--- config.mk ---
export PLATFORM = sky130hd
export DESIGN_NAME = mixer_cplx
export DESIGN_NICKNAME = d
export VERILOG_FILES = /design/src/rtl/mixer_cplx_pkg.sv /design/src/rtl/mixer_cplx_round_sat.sv /design/src/rtl/mixer_cplx.sv
export SDC_FILE = /design/constraint.sdc
export NUM_CORES = 2
export LEC_CHECK = 0
export CAP_MARGIN = 20
export CORE_MARGIN = 2
export CORE_UTILIZATION = 55
export DETAILED_ROUTE_END_ITERATION = 7
export PLACE_DENSITY = 0.85
export SYNTH_ARGS = -nofsm -noshare
export SYNTH_HDL_FRONTEND = slang
export SYNTH_SLANG_ARGS = --single-unit
--- constraint.sdc ---
create_clock -name ipClk -period 15.05 [get_ports ipClk]
set_input_delay 2.2575 -clock ipClk [delete_from_list [all_inputs] [get_ports ipClk]]
set_output_delay 2.2575 -clock ipClk [all_outputs]
set_load 0.02 [all_outputs]
--- src/rtl/mixer_cplx_pkg.sv ---
// -----------------------------------------------------------------------------
// mixer_cplx_pkg
// Shared types for the time-multiplexed complex mixer.
//   mixer_mode_e  : per-sample input format (real or complex).
//   mixer_state_e : sequencer states, also exported on the debug state port.
// Round/saturate widths differ per instance, so that logic lives in the
// parameterised mixer_round_sat module rather than in a package function.
// -----------------------------------------------------------------------------
package mixer_cplx_pkg;

  typedef enum logic {
    MIX_REAL    = 1'b0,
    MIX_COMPLEX = 1'b1
  } mixer_mode_e;

  typedef enum logic [2:0] {
    ST_IDLE   = 3'd0,
    ST_MUL_II = 3'd1,
    ST_MUL_QQ = 3'd2,
    ST_MUL_IQ = 3'd3,
    ST_MUL_QI = 3'd4,
    ST_OUT    = 3'd5
  } mixer_state_e;

endpackage

--- src/rtl/mixer_cplx_round_sat.sv ---
// -----------------------------------------------------------------------------
// mixer_round_sat
// Combinational round-half-up and saturate of one accumulator component.
//   acc_i : signed accumulator, ACC_W bits
//   out_o : signed result, OUT_W bits, (acc + 2^(SHIFT-1)) >>> SHIFT clipped
//           to [-2^(OUT_W-1), 2^(OUT_W-1)-1]
//   ovf_o : high when clipping happened
// -----------------------------------------------------------------------------
module mixer_round_sat #(
  parameter int ACC_W = 37,
  parameter int SHIFT = 17,
  parameter int OUT_W = 18
) (
  input  logic signed [ACC_W-1:0] acc_i,
  output logic signed [OUT_W-1:0] out_o,
  output logic                    ovf_o
);

  localparam int SH_W = ACC_W + 1 - SHIFT;
  localparam logic [ACC_W:0] RND = {{(ACC_W - SHIFT + 1){1'b0}}, 1'b1, {(SHIFT - 1){1'b0}}};

  // One guard bit so adding the half-LSB can never wrap.
  logic signed [ACC_W:0] sum;
  logic        [SH_W-1:0] sh;

  assign sum = $signed({acc_i[ACC_W-1], acc_i} + RND);
  assign sh  = SH_W'(sum >>> SHIFT);

  generate
    if (SH_W > OUT_W) begin : g_sat
      // The value fits iff every bit above the output sign bit copies it.
      logic [SH_W-OUT_W:0] top;
      logic                clip;

      assign top  = sh[SH_W-1:OUT_W-1];
      assign clip = !((top == '0) || (top == '1));
      assign ovf_o = clip;

      always_comb begin
        out_o = sh[OUT_W-1:0];
        if (clip) begin
          out_o = sh[SH_W-1] ? {1'b1, {(OUT_W-1){1'b0}}} : {1'b0, {(OUT_W-1){1'b1}}};
        end
      end
    end else begin : g_ext
      assign ovf_o = 1'b0;
      assign out_o = OUT_W'($signed(sh));
    end
  endgenerate

endmodule

--- src/rtl/mixer_cplx.sv ---
// -----------------------------------------------------------------------------
// mixer_cplx
// Time-multiplexed complex mixer: multiplies each accepted sample by the NCO
// phasor (optionally conjugated) using one shared multiplier, then rounds
// half-up and saturates to OUT_W bits.
//
// Ports
//   ipClk, ipReset   : clock, asynchronous active-high reset
//   ipInI, ipInQ     : input sample (Q ignored in real mode)
//   ipNcoI, ipNcoQ   : NCO cos/sin, Q(NCO_W-1)
//   ipMode           : 0 real input, 1 complex input
//   ipConj           : 1 multiplies by conj(NCO)
//   ipValid/opReady  : input handshake
//   opI, opQ         : rounded/saturated result
//   opOverflow       : either component of the current result clipped
//   opValid/ipReady  : output handshake
//   opDbgState       : sequencer state, for observation only
//
// Handshake: a transfer happens on a rising clock edge where valid && ready
// are both high. The sender holds data stable while valid && !ready; ready
// may depend combinationally on the other side's ready, never on valid.
//
// With s = -1 when conjugating, else +1:
//   complex: I = xI*cI - s*xQ*cQ,  Q = s*xI*cQ + xQ*cI
//   real   : I = xI*cI,            Q = s*xI*cQ
// -----------------------------------------------------------------------------
module mixer_cplx
  import mixer_cplx_pkg::*;
#(
  parameter int IN_W  = 18,
  parameter int NCO_W = 18,
  parameter int OUT_W = 18
) (
  input  logic                    ipClk,
  input  logic                    ipReset,
  input  logic signed [IN_W-1:0]  ipInI,
  input  logic signed [IN_W-1:0]  ipInQ,
  input  logic signed [NCO_W-1:0] ipNcoI,
  input  logic signed [NCO_W-1:0] ipNcoQ,
  input  logic                    ipMode,
  input  logic                    ipConj,
  input  logic                    ipValid,
  output logic                    opReady,
  output logic signed [OUT_W-1:0] opI,
  output logic signed [OUT_W-1:0] opQ,
  output logic                    opOverflow,
  output logic                    opValid,
  input  logic                    ipReady,
  output mixer_state_e            opDbgState
);

  localparam int PROD_W = IN_W + NCO_W;
  localparam int ACC_W  = PROD_W + 1;

  mixer_state_e            state_q;
  mixer_mode_e             mode_q;
  logic                    conj_q;
  logic signed [IN_W-1:0]  x_i_q, x_q_q;
  logic signed [NCO_W-1:0] c_i_q, c_q_q;
  logic signed [ACC_W-1:0] acc_i_q, acc_q_q;
  logic signed [OUT_W-1:0] out_i_q, out_q_q;
  logic                    ovf_q;
  logic                    valid_q;

  logic signed [IN_W-1:0]  mul_a;
  logic signed [NCO_W-1:0] mul_b;
  logic signed [PROD_W-1:0] prod;
  logic signed [ACC_W-1:0] prod_ext;

  logic signed [OUT_W-1:0] rs_i, rs_q;
  logic                    rs_ovf_i, rs_ovf_q;

  logic out_busy;
  logic consume;
  logic accept;

  // Output register holds a result the downstream has not taken yet.
  assign out_busy = valid_q && !ipReady;
  assign consume  = valid_q && ipReady;
  assign opReady  = (state_q == ST_IDLE) && !out_busy && !ipReset;
  assign accept   = ipValid && opReady;

  // Shared multiplier operand select, one product per MUL state.
  always_comb begin
    mul_a = x_i_q;
    mul_b = c_i_q;
    unique case (state_q)
      ST_MUL_QQ: begin mul_a = x_q_q; mul_b = c_q_q; end
      ST_MUL_IQ: begin mul_a = x_i_q; mul_b = c_q_q; end
      ST_MUL_QI: begin mul_a = x_q_q; mul_b = c_i_q; end
      default:   ;
    endcase
  end

  assign prod     = PROD_W'(mul_a) * PROD_W'(mul_b);
  assign prod_ext = {prod[PROD_W-1], prod};

  mixer_round_sat #(
    .ACC_W (ACC_W),
    .SHIFT (NCO_W - 1),
    .OUT_W (OUT_W)
  ) u_rs_i (
    .acc_i (acc_i_q),
    .out_o (rs_i),
    .ovf_o (rs_ovf_i)
  );

  mixer_round_sat #(
    .ACC_W (ACC_W),
    .SHIFT (NCO_W - 1),
    .OUT_W (OUT_W)
  ) u_rs_q (
    .acc_i (acc_q_q),
    .out_o (rs_q),
    .ovf_o (rs_ovf_q)
  );

  // Sequencer. Each MUL state folds its product straight into the
  // accumulator on the same edge, so real mode takes II, IQ, OUT and complex
  // mode takes II, QQ, IQ, QI, OUT before opValid rises.
  always_ff @(posedge ipClk or posedge ipReset) begin
    if (ipReset) begin
      state_q <= ST_IDLE;
      mode_q  <= MIX_REAL;
      conj_q  <= 1'b0;
      x_i_q   <= '0;
      x_q_q   <= '0;
      c_i_q   <= '0;
      c_q_q   <= '0;
      acc_i_q <= '0;
      acc_q_q <= '0;
      out_i_q <= '0;
      out_q_q <= '0;
      ovf_q   <= 1'b0;
      valid_q <= 1'b0;
    end else begin
      // A result landing in ST_OUT below overrides this clear.
      if (consume) begin
        valid_q <= 1'b0;
      end

      unique case (state_q)
        ST_IDLE: begin
          if (accept) begin
            x_i_q   <= ipInI;
            x_q_q   <= ipInQ;
            c_i_q   <= ipNcoI;
            c_q_q   <= ipNcoQ;
            mode_q  <= ipMode ? MIX_COMPLEX : MIX_REAL;
            conj_q  <= ipConj;
            state_q <= ST_MUL_II;
          end
        end
        ST_MUL_II: begin
          acc_i_q <= prod_ext;
          state_q <= (mode_q == MIX_COMPLEX) ? ST_MUL_QQ : ST_MUL_IQ;
        end
        ST_MUL_QQ: begin
          // -s*xQ*cQ: subtract normally, add when conjugating.
          acc_i_q <= conj_q ? (acc_i_q + prod_ext) : (acc_i_q - prod_ext);
          state_q <= ST_MUL_IQ;
        end
        ST_MUL_IQ: begin
          acc_q_q <= conj_q ? -prod_ext : prod_ext;
          state_q <= (mode_q == MIX_COMPLEX) ? ST_MUL_QI : ST_OUT;
        end
        ST_MUL_QI: begin
          acc_q_q <= acc_q_q + prod_ext;
          state_q <= ST_OUT;
        end
        ST_OUT: begin
          // Stall until the previous result is gone or leaves this edge.
          if (!out_busy) begin
            out_i_q <= rs_i;
            out_q_q <= rs_q;
            ovf_q   <= rs_ovf_i | rs_ovf_q;
            valid_q <= 1'b1;
            state_q <= ST_IDLE;
          end
        end
        default: begin
          state_q <= ST_IDLE;
        end
      endcase
    end
  end

  assign opI        = out_i_q;
  assign opQ        = out_q_q;
  assign opOverflow = ovf_q;
  assign opValid    = valid_q;
  assign opDbgState = state_q;

endmodule

==> summary.txt <==
Critical path
  • Crit. End Element: flop
  • Top delay family on crit path: adder cells
  • Slowest cell on the critical path: mux2i_1
  • Critical Path Start Type: flop
  • CP most frequent cell: fa_1
  • Required @ worst endpoint: around 16,000 ps
  • Worst path max stage delay: 720 ps
  • Critical path buffer and inverter count: 7
  • Arrival time worst endpoint: 12,230 ps
  • Type of the worst setup path: reg2reg
  • CP max FO: 37

Clocking
  • Num CTS Buffers: 17
  • CTS tree: done
  • Clk Tree Root Cell: clkbuf_16
  • Worst-path clk slew: about 90 ps
  • Post-CTS setup repair buffer count: 0
  • Resized cells post-CTS: 0
  • Hold-fix buffers at CTS: 0
  • CTS Buffer Depth: 2
  • Clock Latency Late Sink: 510 ps
  • Clock Sinks: 189
  • H-tree depth: 4

Synth
  • Largest family of logic cells by synthesized area: adder cells
  • Post-Synth Adder-Cell Area: 33.5%
  • Unique masters post-synth: 91
  • Post-Synth XOR/XNOR Area: under 10%
  • Mean post-synth cell area: about 9 um2
  • Number of flops mapped to enable cells by yosys: 0
  • Post-Syn Nets: 3,494
  • Synth Area in Compound Gates: around 14%
  • Main synth FF type: dfrtp_1
  • Ys Warns: 0
  • Asr flop ratio synth: 100%
  • Mapped cell area: approximately 26,000 um2
  • Post-synthesis mux area share: roughly 6.4%
  • Sequential-to-total area share from yosys stat: between 10% and 20%
  • #FFs+latches synth: about 190
  • Simple-Gate Fraction of Synth Area: roughly 14%
  • Synthesized instance count: 2,916

Layout
  • Antenna diodes: 0
  • Multi-input logic area: between 15,000 and 20,000 um2
  • # fillers: 3,805
  • Nets: 3,555
  • Sequential cell area: 4730 um2
  • Layout area overhead: 9.42%
  • Fraction of layout cells with a size suffix above 1: 7.36%

Floorplanning
  • Io pins: 120
  • Die H: 222 um
  • Initial core utilization: around 56%
  • Die Area: 49,200 um2
  • # rows: 79
  • Core area: 46,800 um2
  • Die W: 222 um

Drt
  • Total wire length: 69.4 mm
  • Initial DRT Pass Iterations: 8
  • Final ANT Viol Nets: 0
  • Via count: approximately 21,000
  • Initial DRC count: about 1,800
  • DRC Markers: 0
  • Vias/cell: slightly below 6
  • Wire per inst: 19.3 um

Global route
  • GR Overflow Total: 0
  • Vias in the first global route: 22,008
  • Total track usage: between 20% and 30%
  • Largest net degree at the start of global routing: between 100 and 150
  • Initial antenna violation count: 0
  • First-pass GRT wire length: 116 mm

Timing
  • Setup Skew: 12.3 ps
  • Fmax: 84.9 MHz
  • Unrepaired setup endpoints after global routing: false
  • Worst slew margin: 18.6%
  • # setup viols final: 0
  • Worst-margin pin slew: 1190 ps
  • Slew Limit Fails: 0
  • Final hold vios: 0
  • Post-route setup TNS: 0 ps
  • Final Critical Period: 11,780 ps
  • Tcrit/Tclk final: 78.3%

Status
  • Status: finished, final reports clean

Placed design
  • Routability congestion estimate: 0.997
  • # port buffers: 119
  • Hpwl dp: 54.8 mm

Hold path
  • Hold crit path type: reg2reg

Job
  • Max-cap violation count: 0
cells in the mapped netlist (all sizes together), types with 50 or more instances:
master  count  area (um2)
a211oi     50         375
a21o       76         571
a21oi     123         631
clkbuf     92         345
dfrtp     189        4730
fa        331        6630
ha        169        2110
inv       420        1580
mux2      109        1230
nand2     258         968
nor2      306        1150
o21ai     123         619
xnor2     100         876
xor2       82         726
stage by stage:
| step | utilization, % | area (um2) | hold slack [ps] | setup slack [ps] | cells |
|---|---|---|---|---|---|
| global placement | 59.8 | 27900 | 459 | 3570 | 3564 |
| global route | 61.1 | 28600 | 503 | 2620 | 3597 |
| floorplan | - | 26100 | 462 | 4360 | 2916 |
| CTS | 61.1 | 28600 | 486 | 3410 | 3597 |
| finish | 61.1 | 28600 | 484 | 3270 | 3597 |
| detailed placement | 59.8 | 27900 | 468 | 3440 | 3565 |
cells in the final DEF (no fill, tap or decap), types with 11 or more instances in the layout:
cell type and instances:
xnor2_1 100, o22ai_1 13, a211oi_1 50, fa_1 331, nand4_1 22, clkdlybuf4s50_1 119
o21ai_0 117, o211ai_1 23, and2_1 16, a21oi_1 120, inv_1 418, mux2i_1 45
xor2_1 81, a31oi_1 12, ha_1 169, clkbuf_16 17, nor2b_1 11, or3_1 23
nand2b_1 19, dfrtp_1 189, and3_1 12, buf_4 35, a21o_1 76, nor3_1 35
nand3_1 35, nand2_1 257, nor2_1 304, o31ai_1 13, o21bai_1 14, mux2_2 109
a22oi_1 31, o21a_1 12
logic make-up (layout without fill, tap and decap cells):
kind of cell             Yosys count  count (layout)
AO/OA/AOI/OAI                    565             565
XOR/XNOR                         182             182
adder cells (fa/ha/maj)          500             500
buffers and inverters            534             608
flip-flops                       189             189
multiplexers                     154             154
AND/OR/NAND/NOR                  792             792
state kept, by name (all words and copies together) (netlist names):
register,count
opValid,1
opDbgState,3
opQ,18
mode_q,1
x_i_q,18
c_i_q,18
acc_i_q,37
opI,18
conj_q,1
opOverflow,1
x_q_q,18
acc_q_q,37
c_q_q,18
layout make-up:
type                       count  share of cell area (%)
clock inverter                15                   0.709
clock buffer                  17                    1.49
tap                          607                    2.66
sequential                   189                    16.6
timing repair buffer         154                    5.09
multi-input combinational   2193                    67.9
inverter                     422                    5.57
final timing paths:
kind	start	end	slack [ps]	cells past startpoint
max in group asynchronous	ipReset	acc_i_q[35]$_DFFE_PP0P_	11190	3
min in group asynchronous	ipReset	acc_i_q[7]$_DFFE_PP0P_	2420	2
hold / removal	opI[11]$_DFFE_PP0P_	opI[11]$_DFFE_PP0P_	480	1
setup reg to reg	opDbgState[2]$_DFFE_PP0P_	acc_i_q[36]$_DFFE_PP0P_	3270	37
setup / recovery	opDbgState[2]$_DFFE_PP0P_	acc_i_q[36]$_DFFE_PP0P_	3270	37
hold reg to reg	opI[11]$_DFFE_PP0P_	opI[11]$_DFFE_PP0P_	480	1
layer usage:
layer,track usage (%),up-vias,part of all wire (%),wire length [um]
met3,4.92,193,7.5,5190
met2,48.4,926,47,32800
li1,-,9800,-,-
met1,39.0,10483,41,28200
met4,13.1,0,4.6,3180
met5,0,-,0,0
Power is not shown: default switching activity piles up to over one toggle a cycle in this logic, so the estimate is an artifact.
